**src/rtl/lane_gather.sv**
```systemverilog
// lane_gather: reassembles per-lane beats from the demux stage into one
// full-width word, presented on a valid/ready output until consumed.
module lane_gather #(
  parameter  int NUM_DATA  = 4,
  parameter  int DATA_BW   = 8,
  localparam int SEL_WIDTH = $clog2(NUM_DATA)
) (
  input  logic                        clk,
  input  logic                        rst,
  input  logic                        clear,
  input  logic                        in_valid,
  output logic                        in_ready,
  input  logic [SEL_WIDTH-1:0]        in_sel,
  input  logic [DATA_BW*NUM_DATA-1:0] in_data,
  output logic                        out_valid,
  input  logic                        out_ready,
  output logic [DATA_BW*NUM_DATA-1:0] out_data,
  output logic [NUM_DATA-1:0]         filled_mask,
  output logic                        err_dup,
  output logic                        err_range
);

  typedef enum logic {FILL, FULL} state_t;

  state_t              state_q, state_d;
  logic [NUM_DATA-1:0] mask_q, mask_d;
  logic [NUM_DATA-1:0] lane_we;
  logic                sel_ok;
  logic                accept;
  logic                dup_d;
  logic                range_d;

  // Non-power-of-two lane counts leave select codes with no lane behind them.
  assign sel_ok = (int'(in_sel) < NUM_DATA);

  always_comb begin
    state_d   = state_q;
    mask_d    = mask_q;
    lane_we   = '0;
    dup_d     = 1'b0;
    range_d   = 1'b0;
    in_ready  = (state_q == FILL) && !clear;
    out_valid = (state_q == FULL);
    accept    = in_valid && in_ready;

    if (clear) begin
      state_d = FILL;
      mask_d  = '0;
    end else if (state_q == FULL) begin
      if (out_ready) begin
        state_d = FILL;
        mask_d  = '0;
      end
    end else if (accept) begin
      if (sel_ok) begin
        lane_we[in_sel] = 1'b1;
        dup_d           = mask_q[in_sel];
        mask_d[in_sel]  = 1'b1;
        if (&mask_d) state_d = FULL;
      end else begin
        range_d = 1'b1;
      end
    end
  end

  always_ff @(posedge clk) begin
    if (rst) begin
      state_q <= FILL;
    end else begin
      state_q <= state_d;
    end
  end

  always_ff @(posedge clk) begin
    if (rst) begin
      mask_q    <= '0;
      err_dup   <= 1'b0;
      err_range <= 1'b0;
    end else begin
      mask_q    <= mask_d;
      err_dup   <= dup_d;
      err_range <= range_d;
    end
  end

  assign filled_mask = mask_q;

  // Lane registers are only reset by rst; clear and emit leave stale data behind.
  for (genvar g = 0; g < NUM_DATA; g++) begin : g_lane
    logic [DATA_BW-1:0] lane_q;

    always_ff @(posedge clk) begin
      if (rst) begin
        lane_q <= '0;
      end else if (lane_we[g]) begin
        lane_q <= in_data[g*DATA_BW +: DATA_BW];
      end
    end

    assign out_data[g*DATA_BW +: DATA_BW] = lane_q;
  end

endmodule

```
**config.mk**
```make
export PLATFORM = sky130hd
export DESIGN_NAME = lane_gather
export DESIGN_NICKNAME = d
export VERILOG_FILES = /design/src/rtl/lane_gather.sv
export SDC_FILE = /design/constraint.sdc
export NUM_CORES = 1
export LEC_CHECK = 0
export CAP_MARGIN = 10
export CORE_ASPECT_RATIO = 1.25
export CORE_MARGIN = 2
export CORE_UTILIZATION = 30
export DETAILED_ROUTE_END_ITERATION = 10
export HOLD_SLACK_MARGIN = 0.1
export PLACE_DENSITY_LB_ADDON = 0.15
export SETUP_SLACK_MARGIN = 0.1
export SYNTH_ARGS = -nofsm -noshare
export SYNTH_HDL_FRONTEND = slang
export SYNTH_SLANG_ARGS = --single-unit
export TNS_END_PERCENT = 50
```
**constraint.sdc**
```tcl
create_clock -name clk -period 2.5 [get_ports clk]
set_clock_uncertainty 0.1 [all_clocks]
set_input_delay 0.375 -clock clk [delete_from_list [all_inputs] [get_ports clk]]
set_output_delay 0.375 -clock clk [all_outputs]
set_load 0.02 [all_outputs]
```
---- After elaboration in Yosys (flattened, before gate mapping) ----
Index checks and enable logic that the tools add are counted.
storage, ports and cells
  output and inout port bits .............. 40
  input bits .............................. 39
  logic and storage cells ................. 36
  bits in registers ....................... 38
cells by class
  order comparisons ....................... 2
  equal/unequal tests ..................... 1
  bitwise operators ....................... 3
  multiplexer cells ....................... 14
  reductions and logical operators ........ 9
operators by type and width
  operator                                                               count
  4-bit two-way mux                                                      6
  1-bit two-way mux                                                      6
  4-bit bitwise OR                                                       1
  4-bit AND reduction                                                    1
  4-bit OR reduction                                                     1
  1-bit logical AND                                                      3
  2-bit by 3-bit < comparator with 1-bit output, second input constant   1
  1-bit binary-select mux with 2-bit select                              1
  1-bit demux with 2-bit select                                          1
  2-bit by 1-bit >= comparator with 1-bit output, second input constant  1
  2-bit inequality test, second input constant                           1
  1-bit NOT                                                              2
  2-bit AND reduction                                                    1
  2-bit nonzero test                                                     1
  2-bit OR reduction                                                     1
  1-bit logical NOT                                                      1

---- Longest topological paths before layout ----
Gate-level depths: netlist of the first run.
  depth after elaboration ................. 9
  gate-level depth with buffers ........... 6

---- Worst setup path before layout of the first run ----
Ideal clock, no wire load.
  path type ............................... register to register
  from .................................... register state_q, in the netlist out_valid
  to ...................................... register state_q, in the netlist out_valid
  path slack .............................. 1.020 ns
  library setup time ...................... 0.070 ns
  arrival ................................. 1.311 ns
  buffers on the path ..................... 0
  data required time ...................... 2.330 ns
  clock period less this slack ............ 1.480 ns
  stages on the path, launching flop included .. 5
  cells stage by stage .................... dfxtp_1 > nor2_1 > o211ai_1 > a31o_2 > a21oi_1
between the ends
  longest elaborated chain between the ends .. 5
ends and longest elaborated chain
  element                 line  source
  start, declared         25    state_t state_q, state_d;
  start signal, assigned  70    state_q <= state_d;
  1-bit NOT               42    in_ready = (state_q == FILL) && !clear;
  1-bit logical AND       42
  via in_ready            12    output logic in_ready,
  1-bit logical AND       44    accept = in_valid && in_ready;
  1-bit two-way mux       54    end else if (accept) begin
  1-bit two-way mux       49    end else if (state_q == FULL) begin
The timed path passes the listed nets, and every way through them passes these cells.
A chain may end at the register's enable or synchronous reset.

---- Worst setup path after layout of the first run ----
  from .................................... input clear
  to ...................................... output in_ready
between the ends
  longest elaborated chain between the ends .. 2
ends and longest elaborated chain
  element            line  source
  start, declared    10    input logic clear,
  1-bit logical NOT  42
  1-bit logical AND  42
  end, declared      12
No other way between the ends.

==> run summary, run 1 <==
Final Cycle Share: 85.83%
Worst-Margin Slew: 0.5076 ns
Core Area: 0.004730 mm²
Avg WL per Cell: 12.22 µm
H-tree Lvls: 2
Hold Path Class: reg2reg
Most common cell after layout, fill and taps aside: clkdlybuf4s50_1
Vias: 1321
Worst setup SP type: primary input
Maximum VDD drop: 0.0003069 V
Synth top area share: 51.79%
Status: finished, final reports clean
Layout Nets: 270
First-pass GRT wire length: 5382 µm
Mapped Cells: 150
Total CTS buffers: 5
ANT cells: 0
Pin count of the biggest net entering global routing: 13
Kind of critical path: in2out
Fraction of layout cells with a size suffix above 1: 8.658%
Final hold slack: 0.3536 ns
Vias per cell: 4.540
Syn nets: 189
Final cell count without fillers: 291
Final TNS setup: 0 ns
DRT Wirelength: 3557 µm
Met3 wire len: 348 µm
Post-CTS Setup Inserts: 0
DR iter-0 viols: 39
Root Driver: clkbuf_8
Number of cell rows: 28
Hold Fails Final Rpt: 0
CP required: 2.03 ns
Area Overhead vs Synth: 62.86%
Number of max-cap violations: 0
GRT overflow: 0
Most frequent cells in the layout: clkdlybuf4s50_1 (77), dfxtp_1 (38), nor2_1 (27)
Clock sinks: 38
DRC Markers: 0
Synth top area cells: dfxtp_1 (52%), mux2i_1 (16%), nor2_1 (6.9%)
Mapped Area: 0.001469 mm²
Cell accounting for the most synthesized area: dfxtp_1
Metal2 WL: 1669 µm
Syn Area/Cell: 9.793 µm²
Number of global-route vias before repair: 1183
Register area share after synthesis: 51.79%
Final GP Congestion: 0.7805
Initial antenna violation count: 0
Final critical-path required period: 2.146 ns
Post-CTS Resized: 0
Hpwl dp: 2645 µm
FF+latch count, synth: 38
Post-Place Cells: 284
Max-slew violations: 0
CP Max Fanout: 4
Initial DRT Pass Iterations: 4
RSZ-0062 raised after global routing: false
Die area: 0.005476 mm²
Final setup violation count: 0
Post-layout util: 50.58%
Arrival time at the worst endpoint: 1.67 ns
Crit path capture type: output port
Top Metal Used: met4
CTS tree: done
Input/output buffers: 77
Initial core utilization: 31.06%
Die height: 82.24 µm
Filler Cell Count: 466
Total Routing Usage GR: 13.04%
Hold Buf Count CTS: 0
Slew margin rel.: 66.16%
Leak: 0.0009561 µW
Die width: 66.59 µm
Yosys warning count: 0
Power per Cell Area: 491.1 mW/mm²
Max clock buf depth: 2
Io pins: 79
Post-route ant nets: 0
Clk Latency, worst-skew pair: 0.28 ns
Distinct cells, synth: 27
Fmax achieved: 466.0 MHz
M1 WL: 1498 µm
Clock-pin slew on the worst setup and hold paths: 0.07 ns
cell usage after synthesis:
library cell / number
dfxtp_1: 38
nor2_1: 27
mux2i_1: 24
a21oi_1: 13
nand2_1: 12
nand3_1: 9
clkbuf_1: 3
buf_2: 2
buf_4: 2
nand2b_1: 2
o211ai_1: 2
a31o_2: 1
and2b_1: 1
and4b_1: 1
buf_1: 1
buf_6: 1
conb_1: 1
mux4_1: 1
nand2_2: 1
nand3b_1: 1
nand3b_2: 1
nand4_1: 1
nor2_2: 1
nor2b_1: 1
nor3b_1: 1
nor3b_4: 1
or2_2: 1
per-layer routing:
layer	track usage, %	vias up
met2	20.60	57
met3	5.827	6
li1	-	666
met4	4.898	0
met1	15.57	592
met5	0	-
sequential cells by signal, indices dropped and copies added (netlist names):
name and count:
filled_mask 4, err_dup 1, g_lane.lane_q 32, out_valid 1
kinds of logic after synthesis:
kind of cell	Yosys count	share of synthesized area (%)
simple gates	61	20.27
flops	38	51.79
mux	25	18.14
compound gates	16	6.047
buf+inv	9	3.492
other cells	1	0.2553
power breakdown:
group          internal, µW  total, µW  switching, µW
clock network           187        390            202
logic                  96.8        162           65.1
registers               617        623           6.27
critical path: stages:
cell	delay, ns
clkdlybuf4s50_1	0.48
nor2_1	0.18
clkdlybuf4s50_1	0.63
stage by stage:
stage	total power [µW]	setup slack (ns)	cell area, µm²
finish	1175	0.3542	2392
floorplan	701.2	1.020	1469
global route	1236	0.2704	2392
CTS	1204	0.3441	2392
global placement	801.2	0.3520	2313
detailed placement	800.2	0.3493	2313
final timing paths:
path | from | to | slack [ns] | cells past startpoint
min reg2reg | g_lane[0].lane_q[1]$_SDFFE_PP0P_ | g_lane[0].lane_q[1]$_SDFFE_PP0P_ | 0.35 | 2
max | clear | in_ready | 0.35 | 3
max reg2reg | out_valid$_SDFF_PP0_ | g_lane[1].lane_q[2]$_SDFFE_PP0P_ | 1.04 | 4
min | g_lane[0].lane_q[1]$_SDFFE_PP0P_ | g_lane[0].lane_q[1]$_SDFFE_PP0P_ | 0.35 | 2
area by class of cell:
| class | instances | area (µm²) | share of cell area, % |
|---|---|---|---|
| clock inverters | 2 | 10.01 | 0.4184 |
| flip-flops and latches | 38 | 760.7 | 31.80 |
| well taps | 60 | 75.07 | 3.138 |
| repair buffers | 83 | 815.8 | 34.10 |
| clock buffers | 5 | 68.82 | 2.877 |
| multi-input cells | 103 | 661.9 | 27.67 |
No activity file was read; power rests on OpenSTA's default activity.
==> inputs of run 2 (changes only) <==
- CORE_ASPECT_RATIO: 1.25 -> 0.8
- CTS_CLUSTER_DIAMETER: default -> 30
==> run summary, run 2 (same netlist as run 1, synthesis figures left out) <==
Root Driver: clkbuf_8
Hold Startpoint: g_lane[0].lane_q[0]$_SDFFE_PP0P_
Clock sinks: 38 (unchanged)
Final Cycle Share: 85.78% (about the same)
Crit path capture type: output port
CTS tree: done
GRT overflow: 0 (unchanged)
WHS Path Cells: 2 (unchanged)
Vias: 1290 (-2.3%)
Final TNS setup: 0 ns (unchanged)
Most common cell after layout, fill and taps aside: clkdlybuf4s50_1
Post-route ant nets: 0 (unchanged)
H-tree Lvls: 2 (unchanged)
Number of cell rows: 22 (-21%)
CP Max Fanout: 4 (unchanged)
Status: finished, final reports clean
Endpoint, Worst Hold: g_lane[0].lane_q[0]$_SDFFE_PP0P_
DRT Wirelength: 3588 µm (+0.87%)
Avg WL per Cell: 12.37 µm (+1.2%)
CP required: 2.03 ns (about the same)
ANT cells: 0 (unchanged)
Hold Buf Count CTS: 0 (unchanged)
Post-CTS Resized: 0 (unchanged)
Pin count of the biggest net entering global routing: 25 (+12)
Total Routing Usage GR: 14.42% (+1.4 points)
Number of global-route vias before repair: 1269 (+7.3%)
FF-to-FF path depth: 4 (unchanged)
Critical path, cell by cell: clkdlybuf4s50_1, nor2_1, clkdlybuf4s50_1
Vias per cell: 4.448 (-2.0%)
Die width: 82.24 µm (+24%)
Die area: 0.005476 mm² (unchanged)
Top reg by flops: g_lane.lane_q
Slowest CP cell: clkdlybuf4s50_1
RSZ-0062 raised after global routing: false
Hold Path Class: reg2reg
Clk Latency, worst-skew pair: 0.27 ns (about the same)
Most used cell, CP: clkdlybuf4s50_1
Power Total: 1204 µW (+2.5%)
Cell family with most CP delay: buffers and inverters
Max-slew violations: 0 (unchanged)
Hold Fails Final Rpt: 0 (unchanged)
Die height: 66.59 µm (-19%)
Slew margin rel.: 64.01% (-2.1 points)
Initial antenna violation count: 0 (unchanged)
Core Area: 0.004652 mm² (-1.6%)
Input/output buffers: 77 (unchanged)
Initial DRT Pass Iterations: 4 (unchanged)
Maximum VDD drop: 0.0003760 V (+23%)
Register area: 760.7 µm² (unchanged)
Number of max-cap violations: 0 (unchanged)
Clock-pin slew on the worst setup and hold paths: 0.07 ns (about the same)
Filler Cell Count: 458 (-1.7%)
Reg2Reg Launch Point: out_valid$_SDFF_PP0_
CP Buf/Inv Count: 2 (unchanged)
First-pass GRT wire length: 5906 µm (+9.7%)
Initial core utilization: 31.58% (+0.52 points)
Area Overhead vs Synth: 62.69%
Power per Cell Area: 504.0 mW/mm² (+2.6%)
Worst-Margin Slew: 0.5398 ns (+0.03223 ns)
Kind of critical path: in2out
Hpwl dp: 2602 µm (-1.6%)
DRC Markers: 0 (unchanged)
Io pins: 79 (unchanged)
Footprint of the multi-input gates: 661.9 µm² (unchanged)
FF-to-FF setup slack: 1.02 ns (-0.02 ns)
Post-CTS Setup Inserts: 0 (unchanged)
Arrival time at the worst endpoint: 1.67 ns (about the same)
Final critical-path required period: 2.144 ns (-0.001436 ns)
Total CTS buffers: 5 (unchanged)
DR iter-0 viols: 23 (-41%)
Leak: 0.0009509 µW (-0.54%)
Worst r2r dst: g_lane[1].lane_q[7]$_SDFFE_PP0P_
Fmax achieved: 466.3 MHz (about the same)
Most frequent cells in the layout: clkdlybuf4s50_1 (77), dfxtp_1 (38), nor2_1 (27)
Final GP Congestion: 0.8319 (+6.6%)
Max clock buf depth: 2 (unchanged)
Final setup violation count: 0 (unchanged)
Max reg flops: 32 (unchanged)
Fraction of layout cells with a size suffix above 1: 7.826% (-0.83 points)
Worst setup SP type: primary input
Worst path max stage delay: 0.63 ns (about the same)
Layout Nets: 268 (-0.74%)
-- run 2: cell types whose count changed in the layout (fill, tap and decap cells not counted) --
cell	change
clkbuf_1	+1
buf_4	-2
clkinv_2	-1
clkbuf_8	+1
-- run 2: how the worst max path moves through the flow --
stage | from | endpoint | slack, ns | depth (start not counted)
after floorplan | out_valid$_SDFF_PP0_ | out_valid$_SDFF_PP0_ | 1.02 | 4
after global routing | clear | in_ready | 0.26 | 3
after CTS | clear | in_ready | 0.35 | 3
after detailed placement | clear | in_ready | 0.35 | 3
final | clear | in_ready | 0.36 | 3
after global placement | clear | in_ready | 0.36 | 3
-- run 2: where the power goes --
part / leakage (µW) / internal (µW) / switching (µW) / total [µW]
clock: 0.0000482 / 222 / 199 / 422
sequential: 0.000307 / 617 / 6.25 / 623
combinational: 0.000595 / 94.8 / 64.8 / 160
-- run 2: worst register-to-register path: stages, from the launching register on --
cell      delay (ns)
dfxtp_1         0.47
nor2_2          0.08
nand2b_1        0.40
mux2i_1         0.26
nor2_1          0.05
-- run 2: per-stage QoR --
step           cell area [µm²]  cells  utilization, %  worst slack (ns)  hold slack (ns)
3_3_place_gp              2298    282           49.41            0.3565           0.3404
6_report                  2390    290           51.37            0.3556           0.3553
3_5_place_dp              2298    282           49.41            0.3529           0.3477
5_1_grt                   2390    290           51.37            0.2574           0.3880
2_1_floorplan             1469    150               -             1.020           0.4189
4_1_cts                   2390    290           51.37            0.3455           0.3585
-- run 2: layer usage --
| layer | vias up | share of wire (%) | global-route usage [%] |
|---|---|---|---|
| met5 | - | 0 | 0 |
| met4 | 0 | 0.53 | 5.000 |
| met3 | 2 | 12 | 7.588 |
| met2 | 49 | 40 | 20.36 |
| met1 | 574 | 47 | 18.54 |
| li1 | 665 | - | - |
-- run 2: final cells by class --
class	instances	area share (%)
tap	60	3.141
clock buffer	7	3.613
clock inverter	1	0.2094
multi-input combinational	103	27.70
timing repair buffer	81	33.51
sequential	38	31.83
